==> config.mk <==
export PLATFORM = sky130hd
export DESIGN_NAME = lcd_cmd_ctrl
export DESIGN_NICKNAME = d
export VERILOG_FILES = /design/src/rtl/lcd_cmd_ctrl.sv
export SDC_FILE = /design/constraint.sdc
export NUM_CORES = 1
export LEC_CHECK = 0
export BUFFER_PORTS_ARGS = -buffer_cell sky130_fd_sc_hd__buf_4
export CAP_MARGIN = 20
export CORE_UTILIZATION = 40
export CTS_BUF_LIST = sky130_fd_sc_hd__clkbuf_4 sky130_fd_sc_hd__clkbuf_8 sky130_fd_sc_hd__clkbuf_16
export CTS_CLUSTER_SIZE = 10
export DETAILED_ROUTE_END_ITERATION = 6
export PLACE_DENSITY = 0.67
export SLEW_MARGIN = 20
export SYNTH_ARGS = -nofsm -noshare
export SYNTH_HDL_FRONTEND = slang
export SYNTH_SLANG_ARGS = --single-unit
export TNS_END_PERCENT = 20
==> constraint.sdc <==
create_clock -name clk_i -period 4.7 [get_ports clk_i]
set_input_delay 0.235 -clock clk_i [delete_from_list [all_inputs] [get_ports clk_i]]
set_output_delay 0.235 -clock clk_i [all_outputs]
set_load 0.01 [all_outputs]
==> src/rtl/lcd_cmd_ctrl.sv <==
// lcd_cmd_ctrl: turns toggled LCD words from the LSU into HD44780-style parallel write cycles
module lcd_cmd_ctrl #(
   parameter int SETUP_CYC    = 4,
   parameter int EN_CYC       = 12,
   parameter int HOLD_CYC     = 2,
   parameter int CMD_WAIT_CYC = 2500,
   parameter int CLR_WAIT_CYC = 82000
) (
   input  logic        clk_i,
   input  logic        rst_n_i,
   input  logic [31:0] lcd_word_i,
   output logic        lcd_on_o,
   output logic        lcd_rs_o,
   output logic        lcd_rw_o,
   output logic        lcd_en_o,
   output logic [7:0]  lcd_data_o,
   output logic        busy_o,
   output logic        ovf_o
);
   localparam int W = $clog2(CLR_WAIT_CYC + 1);
   localparam logic [W-1:0] SETUP_L = W'(SETUP_CYC);
   localparam logic [W-1:0] EN_L    = W'(EN_CYC);
   localparam logic [W-1:0] HOLD_L  = W'(HOLD_CYC);
   localparam logic [W-1:0] CMD_L   = W'(CMD_WAIT_CYC);
   localparam logic [W-1:0] CLR_L   = W'(CLR_WAIT_CYC);
   typedef enum logic [2:0] {S_IDLE, S_SETUP, S_PULSE, S_HOLD, S_WAIT} state_t;
   state_t       state_q, state_d;
   logic [W-1:0] cnt_q, cnt_d, cnt_dec;
   logic         tog_q, tog_d;
   logic         on_q, on_d;
   logic         rs_q, rs_d;
   logic [7:0]   data_q, data_d;
   logic         en_q, en_d;
   logic         busy_q, busy_d;
   logic         ovf_q, ovf_d;
   logic         pv_q, pv_d;
   logic         prs_q, prs_d;
   logic [7:0]   pdata_q, pdata_d;
   logic         toggle, done, clr, wait_exit, take, launch, use_p, l_rs;
   logic [7:0]   l_data;
   logic         unused_bits;
   assign unused_bits = ^{lcd_word_i[30:11], lcd_word_i[8]};
   assign lcd_on_o   = on_q;
   assign lcd_rs_o   = rs_q;
   assign lcd_rw_o   = 1'b0;
   assign lcd_en_o   = en_q;
   assign lcd_data_o = data_q;
   assign busy_o     = busy_q;
   assign ovf_o      = ovf_q;
   // next-state: command capture, pending slot, timing FSM and registered pin values
   always_comb begin
      toggle    = lcd_word_i[10] != tog_q;
      done      = cnt_q == W'(1);
      cnt_dec   = cnt_q - W'(1);
      clr       = !rs_q && data_q[7:2] == 6'd0;
      wait_exit = state_q == S_WAIT && done;
      take      = toggle && state_q != S_IDLE && !(wait_exit && !pv_q);
      launch    = (state_q == S_IDLE && toggle) || (wait_exit && (pv_q || toggle));
      use_p     = wait_exit && pv_q;
      l_rs      = use_p ? prs_q : lcd_word_i[9];
      l_data    = use_p ? pdata_q : lcd_word_i[7:0];
      tog_d     = lcd_word_i[10];
      on_d      = lcd_word_i[31];
      pv_d      = take || (pv_q && !wait_exit);
      prs_d     = take ? lcd_word_i[9] : prs_q;
      pdata_d   = take ? lcd_word_i[7:0] : pdata_q;
      ovf_d     = ovf_q || (take && pv_q && !wait_exit);
      state_d   = state_q;
      cnt_d     = cnt_q;
      rs_d      = rs_q;
      data_d    = data_q;
      case (state_q)
         S_SETUP: begin
            state_d = done ? S_PULSE : S_SETUP;
            cnt_d   = done ? EN_L : cnt_dec;
         end
         S_PULSE: begin
            state_d = done ? S_HOLD : S_PULSE;
            cnt_d   = done ? HOLD_L : cnt_dec;
         end
         S_HOLD: begin
            state_d = done ? S_WAIT : S_HOLD;
            cnt_d   = done ? (clr ? CLR_L : CMD_L) : cnt_dec;
         end
         S_WAIT: begin
            state_d = done ? S_IDLE : S_WAIT;
            cnt_d   = done ? '0 : cnt_dec;
         end
         default: begin
            state_d = S_IDLE;
            cnt_d   = '0;
         end
      endcase
      if (launch) begin
         state_d = S_SETUP;
         cnt_d   = SETUP_L;
         rs_d    = l_rs;
         data_d  = l_data;
      end
      en_d   = state_d == S_PULSE;
      busy_d = state_d != S_IDLE;
   end
   // state registers; reset drops EN immediately and discards any command in flight
   always_ff @(posedge clk_i or negedge rst_n_i) begin
      if (!rst_n_i) begin
         state_q <= S_IDLE;
         cnt_q   <= '0;
         tog_q   <= 1'b0;
         on_q    <= 1'b0;
         rs_q    <= 1'b0;
         data_q  <= 8'd0;
         en_q    <= 1'b0;
         busy_q  <= 1'b0;
         ovf_q   <= 1'b0;
         pv_q    <= 1'b0;
         prs_q   <= 1'b0;
         pdata_q <= 8'd0;
      end else begin
         state_q <= state_d;
         cnt_q   <= cnt_d;
         tog_q   <= tog_d;
         on_q    <= on_d;
         rs_q    <= rs_d;
         data_q  <= data_d;
         en_q    <= en_d;
         busy_q  <= busy_d;
         ovf_q   <= ovf_d;
         pv_q    <= pv_d;
         prs_q   <= prs_d;
         pdata_q <= pdata_d;
      end
   end
endmodule

# Word-level counts from Yosys, hierarchy flattened
# Index checks and enable logic that the tools add are counted.
op_classes:
  n_addsub: 1
  n_eq_ne: 7
  mux: 15
  reduce_logical: 23
op_table:
  columns: ["operator", "count"]
  rows:
  - ["2-to-1 mux 17 bit", 6]
  - ["case mux 17 bit (4 select lines)", 1]
  - ["equality test 17 x 1 -> 1 bit, second input constant", 1]
  - ["subtractor 17 x 1 -> 17 bit, second input constant", 1]
  - ["case mux 3 bit (4 select lines)", 1]
  - ["logical AND 1 bit", 11]
  - ["equality test 3 x 2 -> 1 bit, second input constant", 3]
  - ["2-to-1 mux 3 bit", 3]
  - ["2-to-1 mux 8 bit", 1]
  - ["zero test 6 bit", 1]
  - ["nonzero test 3 bit", 2]
  - ["zero test 1 bit", 4]
  - ["logical OR 1 bit", 4]
  - ["equality test 3 x 1 -> 1 bit, second input constant", 1]
  - ["equality test 3 bit, second input constant", 1]
  - ["zero test 3 bit", 1]
  - ["2-to-1 mux 1 bit", 2]
  - ["2-to-1 mux 2 bit", 1]
  - ["inequality test 1 bit", 1]
word_totals:
  regBits: 44
  input_bits: 34
  output_inout_bits: 14
  elab_cells: 58

# Logic depth before layout (Yosys ltp)
logic_depth:
  ltp_word: 8
  ltp_mapped: 7
  depth_no_buf: 7

# Least setup slack after synthesis
# No wires, ideal clock.
synth_timing:
  path_type: "register to register"
  startpoint: "register cnt_q[8]"
  endpoint: "register data_q[7] (netlist: lcd_data_o[7])"
  setup_ns: 0.127
  t_arrival_ns: 1.920
  required_ns: 4.573
  path_slack_ns: 2.652
  path_stages_with_launch: 6
  n_path_buf: 0
  synth_period_minus_slack_ns: 2.048
  path_cell_list: "dfrtp_1 > nor4_2 > nand4_2 > nor3_4 > mux2_2 > mux2_1"
synth_between:
  elab_chain_cells: 4
  word_cells_on_any_way: 6
  cone_classes: "eq/ne (1); mux (1); reduce/logical (4)"
synth_rtl:
  columns: ["element", "line_no", "rtl"]
  rows:
  - ["start, declared", "28", "logic [W-1:0] cnt_q, cnt_d, cnt_dec;"]
  - ["start signal, assigned", "120", "cnt_q <= cnt_d;"]
  - ["equality test 17 x 1 -> 1 bit (*)", "53", "done = cnt_q == W'(1);"]
  - ["logical AND 1 bit (*)", "56", "wait_exit = state_q == S_WAIT && done;"]
  - ["logical AND 1 bit (on tied branches)", "59, 58", null]
  - ["2-to-1 mux 8 bit or logical OR 1 bit (tied branches)", "61, 58", null]
  - ["end signal, assigned", "124", "data_q <= data_d;"]
  - ["end, declared", "32", "logic [7:0] data_q, data_d;"]
# Mark *: on every way between the ends. The rest lies on a longest branch, timed or not.
# A chain may end at the register's enable or synchronous reset.

# Worst setup path in the final report
layout_timing:
  startpoint: "register cnt_q[5]"
  endpoint: "register pdata_q[5]"
layout_between:
  elab_chain_cells: 5
layout_rtl:
  columns: ["element", "line_no", "rtl"]
  rows:
  - ["equality test 17 x 1 -> 1 bit", "53", null]
  - ["logical AND 1 bit", "56", null]
  - ["logical AND 1 bit", "57", "take = toggle && state_q != S_IDLE && !(wait_exit && !pv_q);"]
  - ["zero test 1 bit", "57", null]
  - ["logical AND 1 bit", "57", null]
  - ["end signal, assigned", "130", "pdata_q <= pdata_d;"]
  - ["end, declared", "38", "logic [7:0] pdata_q, pdata_d;"]
# Every way passes these cells.

==> out/qor.yml <==
status: "finished, final reports clean"
dp.cells: 290
firstDrtPassIters: 4
grt_max_degree: 45
dpl.hpwl_mm: 2.92
cts_max_level: 2
rows: 27
dp_slack_ns: 2.06
holdBufCountCts: 1
grt.overflow.total: 0
fin_hold_ws_ns: 0.0521
clock-sinks: 44
tritoncts: "built"
synth_warnings: 0
stdcell_count: 299
syn_inst: 203
synth_xor_area_share_pct: 5.42
vdd_drop_max_uv: 171
area_growth_pct: 15.3
final-hold-violation-count: 0
totalPowerFinal_mw: 0.724
die_h_um: 77.2
final_antenna_net_count: 0
synth-compound-area-share_pct: 9.01
clk_pin_slew_ns: 0.09
syn_area_mm2: 0.00226
fmax_mhz: 374
cp-start-kind: "register"
drv_slew: 0
post-route-min-period_ns: 2.68
cts_root_buffer: "clkbuf_8"
cts_resized: 0
synth_top_family_by_area: "simple AND/OR/NAND/NOR gates"
core_mm2: 0.00547
final.period_utilization_pct: 56.9
power.density_mw_per_mm2: 277
path_cells: "nor3_2 -> nand2_1 -> nor2_1 -> a21o_1 -> mux2_2"
cts_buffers: 5
leakage_nw: 1.17
synthesis.nets: 239
via_per_inst: 5.23
grt_pass1_wl_mm: 7.45
postCtsSetupBuffers: 0
synth_adder_area_share_pct: 1.11
fin_ws_ns: 2.02
slew_headroom_pct: 51.0
cp_top_family: "simple AND/OR/NAND/NOR gates"
tns_ns: 0
num-fill-cells: 514
globalplace.congestion: 0.785
antenna_found_initial: 0
port-buffer-count: 25
worstMarginPinSlew_ns: 0.733
drc: 0
synth_top_cell_area_share_pct: 48.6
arrival_ns: 2.86
yosys.area_share.simple_pct: 17.6
setup_viol: 0
cap_viol_max_count: 0
final_common_cell: "dfrtp_1"
wl_mm: 4.30
grt_pass1_vias: 1561
critPathSlowestCell: "nor2_1"
pin_count: 48
hp-class: "input pin to register"
initial_core_util_pct: 41.4
antenna_cells: 0
seqCellArea_mm2: 0.00110
rsz0062_at_grt: "false"
vias: 1563
synth_mux_area_share_pct: 15.0
reg2reg_slack_ns: 2.02
critPathCaptureType: "register"
syn_avg_cell_area_um2: 11.1
layout-drive-gt1-share_pct: 30.8
die_w_um: 77.2
critPathRequiredTime_ns: 4.88
final_cell_mix: "44 x dfrtp_1, 25 x buf_4, 18 x nor2_1, 18 x mux2_2, 14 x nand2_1"
gr-usage-all-layers_pct: 15.8
path_max_fanout: 11
ys_ff_latch: 44
ys_seq_area_share_pct: 48.6
critPathKind: "register to register"
crit_path_max_incr_delay_ns: 0.62
cp.buffers_inverters: 0
clock_skew_ns: 0.00857
synth_area_leaders: "dfrtp_1 49%, mux2_2 9.0%, mux2_4 4.6%"
clock_latency_ns: 0.29
fin_nets: 262
die_area_mm2: 0.00596
ctsLongestPathBuffers: 2
yosysUniqueCellTypes: 50
multi_input_area_mm2: 0.00109
yosys.area.top_type: "dfrtp_1"
wire_per_inst_um: 14.4
dr.first_iter.drc_count: 64
[where the power goes]
part           switching, mW  total [mW]  internal (mW)
sequential           0.00545       0.396          0.391
combinational         0.0188      0.0416         0.0228
clock                  0.129       0.286          0.157
[synth_stat cells (all sizes together)]
cell type / instances
a21boi: 5
o211ai: 1
nand2: 14
nor2: 18
a211oi: 1
mux2: 27
o31ai: 3
inv: 4
clkbuf: 6
or4: 4
conb: 1
o32ai: 1
nor4b: 1
a21oi: 3
buf: 4
or3: 3
o22ai: 1
nand4: 4
a22oi: 2
and3: 1
nor3: 8
a31o: 1
or2: 3
nand3: 7
a32oi: 1
xor2: 6
a221oi: 2
xnor2: 8
dfrtp: 44
nor3b: 1
mux2i: 1
a21o: 2
nor2b: 2
o21ai: 6
ha: 2
and2: 1
nor4: 4
[routing by layer]
metal / vias up / GRT usage, % / part of all wire (%)
li1: 771 / - / -
met1: 763 / 21.9 / 50
met2: 25 / 24.7 / 47
met3: 4 / 2.86 / 2.7
met4: 0 / 5.09 / 0.49
met5: - / 0 / 0
[kinds of logic (layout without fill, tap and decap cells)]
logic type                 Yosys count  count (layout)
DFF                                 44              44
and+or+nand+nor                     71              71
muxes                               28              28
AOI/OAI and AO/OA                   29              29
xor gates and xnor gates            14              14
adders and majority gates            2               2
buffers and inverters               14              38
other                                1               1
[sequential cells by signal (all words and copies together), names as in the netlist]
signal,cells
busy_o,1
cnt_q,17
lcd_data_o,8
lcd_en_o,1
lcd_on_o,1
lcd_rs_o,1
ovf_o,1
pdata_q,8
prs_q,1
pv_q,1
state_q,3
tog_q,1
[path summary, 6_finish.rpt]
| kind | start | to | cells after the start |
|---|---|---|---|
| worst min-delay path | lcd_word_i[31] | lcd_on_o | 1 |
| max in group asynchronous | rst_n_i | prs_q | 2 |
| min in group asynchronous | rst_n_i | cnt_q[9] | 2 |
| worst max-delay path | cnt_q[5] | pdata_q[5] | 5 |
| worst min register to register | ovf_o | ovf_o | 1 |
| worst max register to register | cnt_q[5] | pdata_q[5] | 5 |
[final cells by class]
cell class,count,area share [%]
flip-flops and latches,44,42.2
well taps,72,3.45
repair buffers,26,7.57
multi-input cells,145,41.9
inverters,4,0.575
clock inverters,3,1.63
clock buffers,5,2.64
[through the flow]
step / area, um^2 / utilization (%)
3_5_place_dp: 2490 / 45.5
3_3_place_gp: 2490 / 45.5
4_1_cts: 2610 / 47.7
6_report: 2610 / 47.7
5_1_grt: 2610 / 47.7
2_1_floorplan: 2260 / -
Note: power is estimated with default switching activity, not from simulation.
